<file path="src/rtl/seq_ctrl_pkg.sv">
// Shared types and constants for the sequence-detector stimulus controller.
package seq_ctrl_pkg;

   localparam int PAT_W = 16;
   localparam int CNT_W = 5;
   localparam logic [CNT_W-1:0] NO_HIT = 5'h1F;

   typedef enum logic [1:0] {
      ST_IDLE,
      ST_SHIFT,
      ST_DRAIN,
      ST_DONE
   } state_e;

   // Lengths above the pattern width issue the whole pattern.
   function automatic logic [CNT_W-1:0] clamp_len(input logic [CNT_W-1:0] len);
      return (len > CNT_W'(PAT_W)) ? CNT_W'(PAT_W) : len;
   endfunction

endpackage

</file>
<file path="src/rtl/seq_det_piso.sv">
// Loadable right-shift register feeding the serial bit stream, LSB first.
module seq_det_piso
   import seq_ctrl_pkg::*;
(
   input  logic             clk_i,
   input  logic             rst_i,
   input  logic             load_i,
   input  logic             shift_i,
   input  logic [PAT_W-1:0] data_i,
   output logic             nxt_lsb_o
);

   logic [PAT_W-1:0] shreg_q;

   // NOTE: sequential state uses non-blocking assignments so every flop samples pre-edge values.
   always_ff @(posedge clk_i) begin
      if (rst_i) begin
         shreg_q <= '0;
      end else if (load_i) begin
         shreg_q <= data_i;
      end else if (shift_i) begin
         shreg_q <= {1'b0, shreg_q[PAT_W-1:1]};
      end
   end

   // Bit 0 as it will be after this edge, so the top can register bit_o directly.
   always_comb begin
      nxt_lsb_o = shreg_q[0];
      if (load_i) begin
         nxt_lsb_o = data_i[0];
      end else if (shift_i) begin
         nxt_lsb_o = shreg_q[1];
      end
   end

endmodule

</file>
<file path="src/rtl/seq_det_ctrl.sv">
// Drives a serial pattern into a sequence detector and counts its match flags.
// Optional feature macro: SEQ_DET_CTRL_FIRST_HIT_EN adds first_hit_o.
module seq_det_ctrl
   import seq_ctrl_pkg::*;
#(
   parameter int DRAIN_CYC = 2
) (
   input  logic             clk_i,
   input  logic             rst_i,
   input  logic             start_i,
   input  logic [PAT_W-1:0] pattern_i,
   input  logic [CNT_W-1:0] len_i,
   input  logic             flag_i,
   output logic             bit_o,
   output logic             bit_vld_o,
   output logic             busy_o,
   output logic             done_o,
`ifdef SEQ_DET_CTRL_FIRST_HIT_EN
   output logic [CNT_W-1:0] first_hit_o,
`endif
   output logic [CNT_W-1:0] hit_cnt_o
);

   state_e           state_q, state_d;
   logic [CNT_W-1:0] cnt_q, cnt_d;
   logic [CNT_W-1:0] len_q, len_d;
   logic [2:0]       drn_q, drn_d;
   logic [CNT_W-1:0] hit_q, hit_d;
   logic             bit_q, bit_d;
   logic             vld_q, vld_d;
   logic             busy_q, busy_d;
   logic             done_q, done_d;
   logic             load, shift, nxt_lsb, accept, counting;

   seq_det_piso u_piso (
      .clk_i     (clk_i),
      .rst_i     (rst_i),
      .load_i    (load),
      .shift_i   (shift),
      .data_i    (pattern_i),
      .nxt_lsb_o (nxt_lsb)
   );

   assign accept   = (state_q == ST_IDLE) && start_i;
   assign counting = (state_q == ST_SHIFT) || (state_q == ST_DRAIN);

   // NOTE: every always_comb output gets a default first so no path can infer a latch.
   always_comb begin
      state_d = state_q;
      cnt_d   = cnt_q;
      len_d   = len_q;
      drn_d   = drn_q;
      hit_d   = hit_q;
      load    = 1'b0;
      shift   = 1'b0;
      unique case (state_q)
         ST_IDLE: begin
            if (start_i) begin
               load    = 1'b1;
               len_d   = clamp_len(len_i);
               cnt_d   = '0;
               drn_d   = '0;
               hit_d   = '0;
               state_d = (clamp_len(len_i) == '0) ? ST_DONE : ST_SHIFT;
            end
         end
         ST_SHIFT: begin
            shift = 1'b1;
            cnt_d = cnt_q + 5'd1;
            drn_d = '0;
            if (cnt_d == len_q) begin
               state_d = (DRAIN_CYC == 0) ? ST_DONE : ST_DRAIN;
            end
         end
         ST_DRAIN: begin
            drn_d = drn_q + 3'd1;
            if (drn_d == 3'(DRAIN_CYC)) begin
               state_d = ST_DONE;
            end
         end
         ST_DONE: state_d = ST_IDLE;
         default: state_d = ST_IDLE;
      endcase

      if (flag_i && counting && (hit_q != '1)) begin
         hit_d = hit_q + 5'd1;
      end

      vld_d  = (state_d == ST_SHIFT);
      bit_d  = vld_d & nxt_lsb;
      busy_d = (state_d != ST_IDLE);
      done_d = (state_d == ST_DONE);
   end

   always_ff @(posedge clk_i) begin
      if (rst_i) begin
         state_q <= ST_IDLE;
         cnt_q   <= '0;
         len_q   <= '0;
         drn_q   <= '0;
         hit_q   <= '0;
         bit_q   <= 1'b0;
         vld_q   <= 1'b0;
         busy_q  <= 1'b0;
         done_q  <= 1'b0;
      end else begin
         state_q <= state_d;
         cnt_q   <= cnt_d;
         len_q   <= len_d;
         drn_q   <= drn_d;
         hit_q   <= hit_d;
         bit_q   <= bit_d;
         vld_q   <= vld_d;
         busy_q  <= busy_d;
         done_q  <= done_d;
      end
   end

   assign bit_o     = bit_q;
   assign bit_vld_o = vld_q;
   assign busy_o    = busy_q;
   assign done_o    = done_q;
   assign hit_cnt_o = hit_q;

`ifdef SEQ_DET_CTRL_FIRST_HIT_EN
   logic [CNT_W-1:0] first_q, first_d;

   // In SHIFT the bit on the wire counts as issued; in DRAIN all len bits are out.
   always_comb begin
      first_d = first_q;
      if (accept) begin
         first_d = NO_HIT;
      end else if (flag_i && (first_q == NO_HIT)) begin
         if (state_q == ST_SHIFT) begin
            first_d = cnt_q + 5'd1;
         end else if (state_q == ST_DRAIN) begin
            first_d = cnt_q;
         end
      end
   end

   always_ff @(posedge clk_i) begin
      if (rst_i) begin
         first_q <= NO_HIT;
      end else begin
         first_q <= first_d;
      end
   end

   assign first_hit_o = first_q;
`endif

endmodule
</file>
<file path="config.mk">
export PLATFORM = sky130hd
export DESIGN_NAME = seq_det_ctrl
export DESIGN_NICKNAME = d
export VERILOG_FILES = /design/src/rtl/seq_ctrl_pkg.sv /design/src/rtl/seq_det_piso.sv /design/src/rtl/seq_det_ctrl.sv
export SDC_FILE = /design/constraint.sdc
export NUM_CORES = 1
export LEC_CHECK = 0
export ABC_AREA = 1
export CAP_MARGIN = 20
export CELL_PAD_IN_SITES_DETAIL_PLACEMENT = 2
export CELL_PAD_IN_SITES_GLOBAL_PLACEMENT = 2
export CORE_MARGIN = 2
export CORE_UTILIZATION = 32
export DETAILED_ROUTE_END_ITERATION = 10
export PLACE_DENSITY_LB_ADDON = 0.2
export SLEW_MARGIN = 10
export SYNTH_ARGS = -nofsm -noshare
export SYNTH_HDL_FRONTEND = slang
export SYNTH_HIERARCHICAL = 1
export SYNTH_SLANG_ARGS = --single-unit
</file>
<file path="constraint.sdc">
create_clock -name clk_i -period 4.6 [get_ports clk_i]
set_input_delay 0.69 -clock clk_i [delete_from_list [all_inputs] [get_ports clk_i]]
set_output_delay 0.69 -clock clk_i [all_outputs]
set_load 0.05 [all_outputs]
</file>
# --- After elaboration in Yosys (flattened, before gate mapping) ---
# Index checks and enable logic that the tools add are counted.
word_totals:
  word_cells: 58
  in_bits: 25
  ff_bits: 40
classes:
  mux: 19
  bitwise_logic: 1
  n_eq_ne: 9
  reduce_logical: 15
  addsub: 3
  n_lt_le_gt_ge: 1
ops:
  columns: ["operator", "n"]
  rows:
  - ["2-to-1 mux 16 bit", 2]
  - ["2-to-1 mux 5 bit", 4]
  - ["adder 5 x 1 -> 5 bit, second input constant", 2]
  - ["case mux 5 bit (2 select lines)", 1]
  - ["nonzero test 2 bit", 5]
  - ["case mux 3 bit (3 select lines)", 1]
  - ["2-to-1 mux 2 bit", 4]
  - ["case mux 2 bit (4 select lines)", 1]
  - ["AND reduction 2 bit", 4]
  - ["== test 2 bit, second input constant", 3]
  - ["== test 5 bit", 1]
  - ["> comparator 5 bit, second input constant", 1]
  - ["zero test 5 bit", 1]
  - ["2-to-1 mux 1 bit", 5]
  - ["inequality test 5 bit, second input constant", 1]
  - ["== test 2 x 1 -> 1 bit, second input constant", 2]
  - ["adder 3 x 1 -> 3 bit, second input constant", 1]
  - ["== test 3 x 2 -> 1 bit, second input constant", 1]
  - ["2-to-1 mux 3 bit", 1]
  - ["nonzero test 3 bit", 1]
  - ["logical AND 1 bit", 2]
  - ["zero test 2 bit", 1]
  - ["inequality test 2 bit, second input constant", 1]
  - ["AND 1 bit", 1]
  - ["logical OR 1 bit", 1]

# --- Depth between registers and ports, before layout ---
# Gate-level depths: netlist of the first run.
logic_depth:
  depth_word: 8
  ltp_mapped: 13
  mapped_depth_nobuf: 13

# --- Hierarchy ---
# The synthesis of the first run kept the hierarchy.
modules_own_cells:
  columns: ["module", "area_each_um2", "cells_per_inst", "n_inst"]
  rows:
  - ["seq_det_ctrl", 1270.0, 172, 1]
  - ["seq_det_piso", 814.5, 119, 1]

# --- Least setup slack after synthesis of the first run ---
# Ideal clock, no wire load.
synth_timing:
  path_type: "reg-to-reg"
  start: "register hit_q[0], in the netlist hit_cnt_o[0]"
  end: "register hit_q[2], in the netlist hit_cnt_o[2]"
  t_arrival_ns: 1.726
  period_less_slack_ns: 1.822
  path_stages_with_launch: 9
  path_slack_ns: 2.778
  setup_ns: 0.095
  path_buffers: 0
  cell_sequence: "dfxtp_1 -> ha_1 -> inv_1 -> nor3_1 -> ha_1 -> nor2_1 -> nor2_2 -> nand2_1 -> a221oi_1"
synth_via:
  elab_chain_cells: 4
synth_rtl:
  columns: ["item", "line", "source"]
  rows:
  - ["start, declared", "seq_det_ctrl.sv:28", "logic [CNT_W-1:0] hit_q, hit_d;"]
  - ["start signal, assigned", "seq_det_ctrl.sv:111", "hit_q <= hit_d;"]
  - ["branches (longest 4 deep; another with adder 5 x 1 -> 5 bit)", null, null]
# Parallel ways; which one is timed is not known.
# A chain may end at the register's enable or synchronous reset.

# --- Worst setup path in the final report of the first run ---
layout_timing:
  start: "register state_q[1]"
  end: "register cnt_q[0]"
layout_via:
  elab_chain_cells: 3
layout_rtl:
  columns: ["item", "line", "source"]
  rows:
  - ["start, declared", "seq_det_ctrl.sv:24", "state_e state_q, state_d;"]
  - ["start signal, assigned", "seq_det_ctrl.sv:107", "state_q <= state_d;"]
  - ["== test 2 x 1 -> 1 bit or zero test 2 bit (tied branches)", "seq_det_ctrl.sv:56", "unique case (state_q)"]
  - ["nonzero test 2 bit (no source line) or inequality test 2 bit (tied branches)", null, null]
  - ["AND reduction 2 bit (no source line)", null, null]
  - ["end signal, assigned", "seq_det_ctrl.sv:108", "cnt_q <= cnt_d;"]
  - ["end, declared", "seq_det_ctrl.sv:25", "logic [CNT_W-1:0] cnt_q, cnt_d;"]
# Parallel ways exist; a longest one is shown, timed or not.

==> results of run 1 <==
-- power by group through the flow --
| stage | Combinational (mW) | Clock (mW) | Sequential (mW) |
|---|---|---|---|
| 5_1_grt | 0.180 | 0.278 | 0.382 |
| 6_report | 0.158 | 0.251 | 0.380 |
| 3_3_place_gp | 0.157 | 0 | 0.387 |
| 3_5_place_dp | 0.160 | 0 | 0.388 |
| 2_1_floorplan | 0.101 | 0 | 0.397 |
| 4_1_cts | 0.163 | 0.265 | 0.380 |
-- per-stage QoR --
step                cell area, um^2  total power [mW]  setup slack, ns  std cells
floorplan                      2085            0.4984            2.778        291
global placement               2427            0.5442            2.091        391
detailed placement             2427            0.5484            2.015        391
CTS                            2524            0.8080            2.208        398
global route                   2524            0.8410            1.929        398
finish                         2524            0.7893            2.273        398
-- Yosys cell counts (all sizes together) (2+ instances only) --
cell	count	area [um^2]
a211oi	2	15.01
a21oi	17	100.1
a221oi	2	17.52
a22oi	2	15.01
buf	9	70.06
dfxtp	40	800.8
ha	8	100.1
inv	44	165.1
nand2	89	344.1
nand3	42	230.2
nand4	3	18.77
nor2	19	110.1
nor3	2	10.01
o21ai	5	25.02
or2	2	12.51
xnor2	2	17.52
-- cell usage in the layout (no fill, tap or decap), types with 3 or more instances in the layout --
cell,instances
clkbuf_8,7
dfxtp_1,40
nor2_1,11
inv_2,4
nand3_1,38
inv_1,40
nand2_1,85
a21oi_1,15
ha_1,8
o21ai_0,5
nor2_2,6
nand2_2,4
clkdlybuf4s50_1,33
nand3_2,4
nand4_1,3
-- per-layer routing --
layer / track usage, % / up-vias / share of wire, %
met3: 4.523 / 2 / 2.7
met1: 21.71 / 900 / 49
met4: 4.185 / 0 / 0.53
met2: 26.99 / 21 / 48
met5: 0 / - / 0
li1: - / 981 / -
-- tightest hold or removal path, delay by kind of cell, from the launching register on --
kind	cells	cell delay, ns
flip-flops	1	0.32
AND/OR/NAND/NOR	1	0.06
AO/OA/AOI/OAI	1	0.06
-- sequential cells by signal, summed over array words and instances, names as in the netlist --
name	flops
cnt_q	5
u_piso/shreg_q	16
hit_cnt_o	5
busy_o	1
bit_o	1
len_q	5
bit_vld_o	1
state_q	2
drn_q	3
done_o	1
-- cell families after synthesis --
family,count (synthesis),synth area share (%)
compound gates,29,8.763
xor+xnor,3,1.261
fa+ha+maj,8,4.802
buf+inv,54,11.94
flops,40,38.42
simple gates,157,34.81
-- cell type report --
| cell class | count | area, um^2 | area share [%] |
|---|---|---|---|
| Clock buffer | 7 | 96.34 | 3.818 |
| Inverter | 44 | 165.2 | 6.544 |
| Multi-Input combinational cell | 197 | 1035 | 41.00 |
| Sequential cell | 40 | 800.8 | 31.73 |
| Tap cell | 77 | 96.34 | 3.818 |
| Timing Repair Buffer | 33 | 330.3 | 13.09 |
-- worst max path at each step --
stage | startpoint | end | slack (ns) | cells past startpoint
after floorplan | hit_cnt_o[0] | hit_cnt_o[2] | 2.78 | 8
after global placement | rst_i | u_piso/shreg_q[6] | 2.09 | 4
after detailed placement | rst_i | u_piso/shreg_q[8] | 2.01 | 4
after CTS | state_q[1] | cnt_q[0] | 2.21 | 8
after global routing | state_q[1] | cnt_q[0] | 1.93 | 8
final | state_q[1] | cnt_q[0] | 2.27 | 8
==> results.py, run 1 <==
metrics = {
    "synth": {
        "synthCells": 291,
        "synth-async-reset-ratio_pct": 0,
        "synth_fp_nets": 324,
        "synth_edf_count": 0,
        "synth_cell_types": 30,
        "ys_seq_elements": 40,
        "yosys_warnings": 6,
        "synth_ff_type": "dfxtp_1",
        "seq_area_frac_synth_pct": 38.42,
        "syn_area_um2": 2084,
        "avgSynthCellArea_um2": 7.163,
    },
    "floorplanning": {
        "coreArea_um2": 6314,
        "die_h_um": 84.71,
        "die_area_um2": 7176,
        "start_util_pct": 33.02,
        "ios": 34,
        "num_rows": 29,
        "die_x_um": 84.71,
    },
    "clock_network": {
        "cts_resized": 0,
        "ctsHoldBuffers": 0,
        "clk_latency_ns": 0.29,
        "cts_buffers": 5,
        "clkTransAtPathRegs_ns": 0.08,
        "cts-root-buf": "clkbuf_8",
        "cts.sinks": 40,
        "clock_path_buffers": 2,
        "cts_max_level": 2,
        "post_cts_buffers": 0,
        "cts_tree": "done",
    },
    "min_path": {
        "min_path_cells": 2,
        "hold_class": "flop to flop",
        "min_to": "u_piso/shreg_q[15]",
        "min_from": "u_piso/shreg_q[15]",
    },
    "flow_run": {
        "cap_violations": 0,
    },
    "status": {
        "status": "completed",
    },
    "routing": {
        "num_vias": 1904,
        "routed_via_density": 4.784,
        "drc_errors": 0,
        "post_drt_wl_per_cell_um": 13.78,
        "drt_iter0_drc": 52,
        "routed_wl_um": 5483,
        "ant_nets": 0,
        "drtPass1Iterations": 4,
    },
    "final_layout": {
        "fin_nets": 354,
        "final_core_util_pct": 39.97,
        "drive_gt1_share_pct": 9.657,
        "fillers": 761,
        "antenna_cells": 0,
        "syn_to_final_growth_pct": 21.07,
    },
    "timing": {
        "setup_viol_count_final": 0,
        "hold_viol": 0,
        "worst_pin_slew_ns": 0.8500,
        "drv_slew": 0,
        "relSlewSlack_pct": 43.33,
        "rsz0062_at_grt": "no",
        "fmax_ghz": 0.4298,
        "post-route-min-period_ns": 2.327,
        "worst_hold_slack_ns": 0.4795,
        "tns_ns": 0,
        "final.setup_skew_ns": 0.005604,
        "post-route-period-util_pct": 50.58,
    },
    "power_and_ir_drop": {
        "p_sw_share_pct": 29.14,
        "switchingPower_mw": 0.2300,
        "pwr-share-seq_pct": 48.1,
        "comb_power_share_pct": 20.0,
        "intPower_mw": 0.5593,
        "vdd_drop_max_v": 0.0001354,
        "static-leakage-power_nw": 1.136,
        "clock_power_share_pct": 31.9,
        "pwr_density_cell_nw_per_um2": 312.8,
    },
    "grt": {
        "grt_pass1_vias": 2012,
        "antenna_found_initial": 0,
        "globalRouteTotalUtil_pct": 16.54,
        "grt_pass1_wl_um": 9653,
        "grt_max_degree": 22,
        "grt.overflow.total": 0,
    },
    "setup_path": {
        "path_delay_family": "adder cells",
        "cp-end-kind": "flop",
        "path_class": "flop to flop",
        "r2r_setup_slack_ns": 2.27,
        "r2r_end": "cnt_q[0]",
        "critPathMaxStageDelay_ns": 0.73,
        "worstPathRequired_ns": 4.80,
        "r2r-start": "state_q[1]",
        "critPathBufInv": 2,
        "arrival_ns": 2.52,
        "critPathSlowestCell": "ha_1",
        "crit_fanout": 17,
        "cpMostUsedCell": "nor2_2",
        "r2r_cells": 8,
        "crit_path_cell_trace": "inv_1, ha_1, inv_1, nor2_2, nor2_2, nor2_2, nor2_1, a211oi_1",
        "startpoint_type": "flop",
    },
    "placement": {
        "dp_hpwl_um": 4039,
        "gp_congestion": 0.7170,
        "io_buffers": 33,
    },
}
(Power assumes the default switching activity.)
==> run 2: changes to the inputs <==
--- a/config.mk
+++ b/config.mk
@@ -10,7 +10,7 @@
 export CELL_PAD_IN_SITES_DETAIL_PLACEMENT = 2
 export CELL_PAD_IN_SITES_GLOBAL_PLACEMENT = 2
 export CORE_MARGIN = 2
-export CORE_UTILIZATION = 32
+export CORE_UTILIZATION = 29
 export DETAILED_ROUTE_END_ITERATION = 10
 export PLACE_DENSITY_LB_ADDON = 0.2
 export SLEW_MARGIN = 10
==> constraint.sdc (replaced) <==
create_clock -name clk_i -period 2.4 [get_ports clk_i]
set_input_delay 0.36 -clock clk_i [delete_from_list [all_inputs] [get_ports clk_i]]
set_output_delay 0.36 -clock clk_i [all_outputs]
set_load 0.05 [all_outputs]
==> results.py, run 2 (synthesis results as in run 1) <==
metrics = {
    "clock_network": {
        "cts.sinks": 40,
        "cts-root-buf": "clkbuf_8",
        "cts_buffers": 5,
        "ctsHoldBuffers": 0,
        "cts_tree": "done",
        "clk_latency_ns": 0.29,
        "clock_path_buffers": 2,
        "post_cts_buffers": 0,
        "cts_max_level": 2,
        "cts_resized": 0,
        "clkTransAtPathRegs_ns": 0.08,
    },
    "floorplanning": {
        "die_area_um2": 7882,
        "coreArea_um2": 6869,
        "die_x_um": 88.78,
        "num_rows": 30,
        "ios": 34,
        "die_h_um": 88.78,
        "start_util_pct": 30.35,
    },
    "setup_path": {
        "worstPathRequired_ns": 2.61,
        "startpoint_type": "flop",
        "crit_fanout": 12,
        "cp-end-kind": "flop",
        "arrival_ns": 2.11,
        "path_class": "flop to flop",
    },
    "final_layout": {
        "drive_gt1_share_pct": 10.46,
        "fin_nets": 357,
        "largest_reg_flops": 16,
        "largest_register": "u_piso/shreg_q",
        "syn_to_final_growth_pct": 23.83,
        "antenna_cells": 0,
        "mostFrequentLayoutCells": "nand2_1, inv_1, dfxtp_1, nand3_1, clkdlybuf4s50_1",
        "final_common_cell": "nand2_1",
    },
    "grt": {
        "grt_pass1_wl_um": 9211,
        "globalRouteTotalUtil_pct": 15.14,
        "grt.overflow.total": 0,
        "antenna_found_initial": 0,
        "grt_pass1_vias": 1996,
        "grt_max_degree": 19,
    },
    "timing": {
        "post-route-period-util_pct": 79.00,
        "hold_viol": 0,
        "rsz0062_at_grt": "no",
        "setup_slack_ns": 0.5039,
        "final.setup_skew_ns": 0.005931,
        "worst_pin_slew_ns": 0.5143,
        "setup_viol_count_final": 0,
        "fmax_ghz": 0.5274,
        "drv_slew": 0,
        "tns_ns": 0,
        "relSlewSlack_pct": 65.68,
        "post-route-min-period_ns": 1.896,
    },
    "routing": {
        "routed_via_density": 4.594,
        "ant_nets": 0,
        "routed_wl_um": 5448,
        "post_drt_wl_per_cell_um": 12.94,
        "drtPass1Iterations": 4,
        "num_vias": 1934,
        "drc_errors": 0,
        "drt_iter0_drc": 22,
    },
    "power_and_ir_drop": {
        "vdd_drop_max_v": 0.0002224,
        "static-leakage-power_nw": 1.156,
        "pwr_density_cell_nw_per_um2": 613.5,
    },
    "status": {
        "status": "completed",
    },
    "min_path": {
        "hold_class": "flop to flop",
    },
    "placement": {
        "dp_worst_setup_slack_ns": 0.4032,
        "gp_congestion": 0.7118,
        "dp_hpwl_um": 4068,
        "io_buffers": 33,
    },
    "flow_run": {
        "cap_violations": 0,
    },
}
[run 2: cell type report]
class,count,area (um^2)
inverters,44,165.2
fillers,834,4288
flip-flops and latches,40,800.8
clock buffers,6,72.57
clock inverters,2,35.03
multi-input cells,197,1035
well taps,96,120.1
repair buffers,36,352.8
[run 2: final timing paths]
path / start / end / slack (ns) / depth (start not counted)
max: state_q[1] / cnt_q[3] / 0.50 / 8
min: u_piso/shreg_q[15] / u_piso/shreg_q[15] / 0.48 / 2
max reg2reg: state_q[1] / cnt_q[3] / 0.50 / 8
min reg2reg: u_piso/shreg_q[15] / u_piso/shreg_q[15] / 0.48 / 2
[run 2: metrics by stage]
| stage | power, mW | instances | hold WS [ns] | cell area [um^2] | util, % |
|---|---|---|---|---|---|
| floorplan | 0.9552 | 291 | 0.4291 | 2085 | - |
| global placement | 1.048 | 413 | 0.4548 | 2474 | 36.01 |
| detailed placement | 1.056 | 413 | 0.4645 | 2474 | 36.01 |
| CTS | 1.612 | 421 | 0.4858 | 2581 | 37.58 |
| global route | 1.682 | 421 | 0.5194 | 2581 | 37.58 |
| finish | 1.584 | 421 | 0.4808 | 2581 | 37.58 |
[run 2: power by group]
group	switching, mW	internal, mW
Clock	0.242	0.309
Sequential	0.0254	0.703
Combinational	0.187	0.118
[run 2: per-layer routing]
layer	track usage, %	wire length [um]
met5	0	0
met4	4.545	57
met2	27.48	2715
met1	17.66	2522
met3	3.358	153
[run 2: critical path, cell delays in order, from the launching register on]
cell and delay (ns):
dfxtp_1 0.34, inv_1 0.12, ha_1 0.31, nand2_2 0.17, inv_2 0.28, nor2_2 0.13
nor2_2 0.20, nand3_1 0.11, a21oi_1 0.16
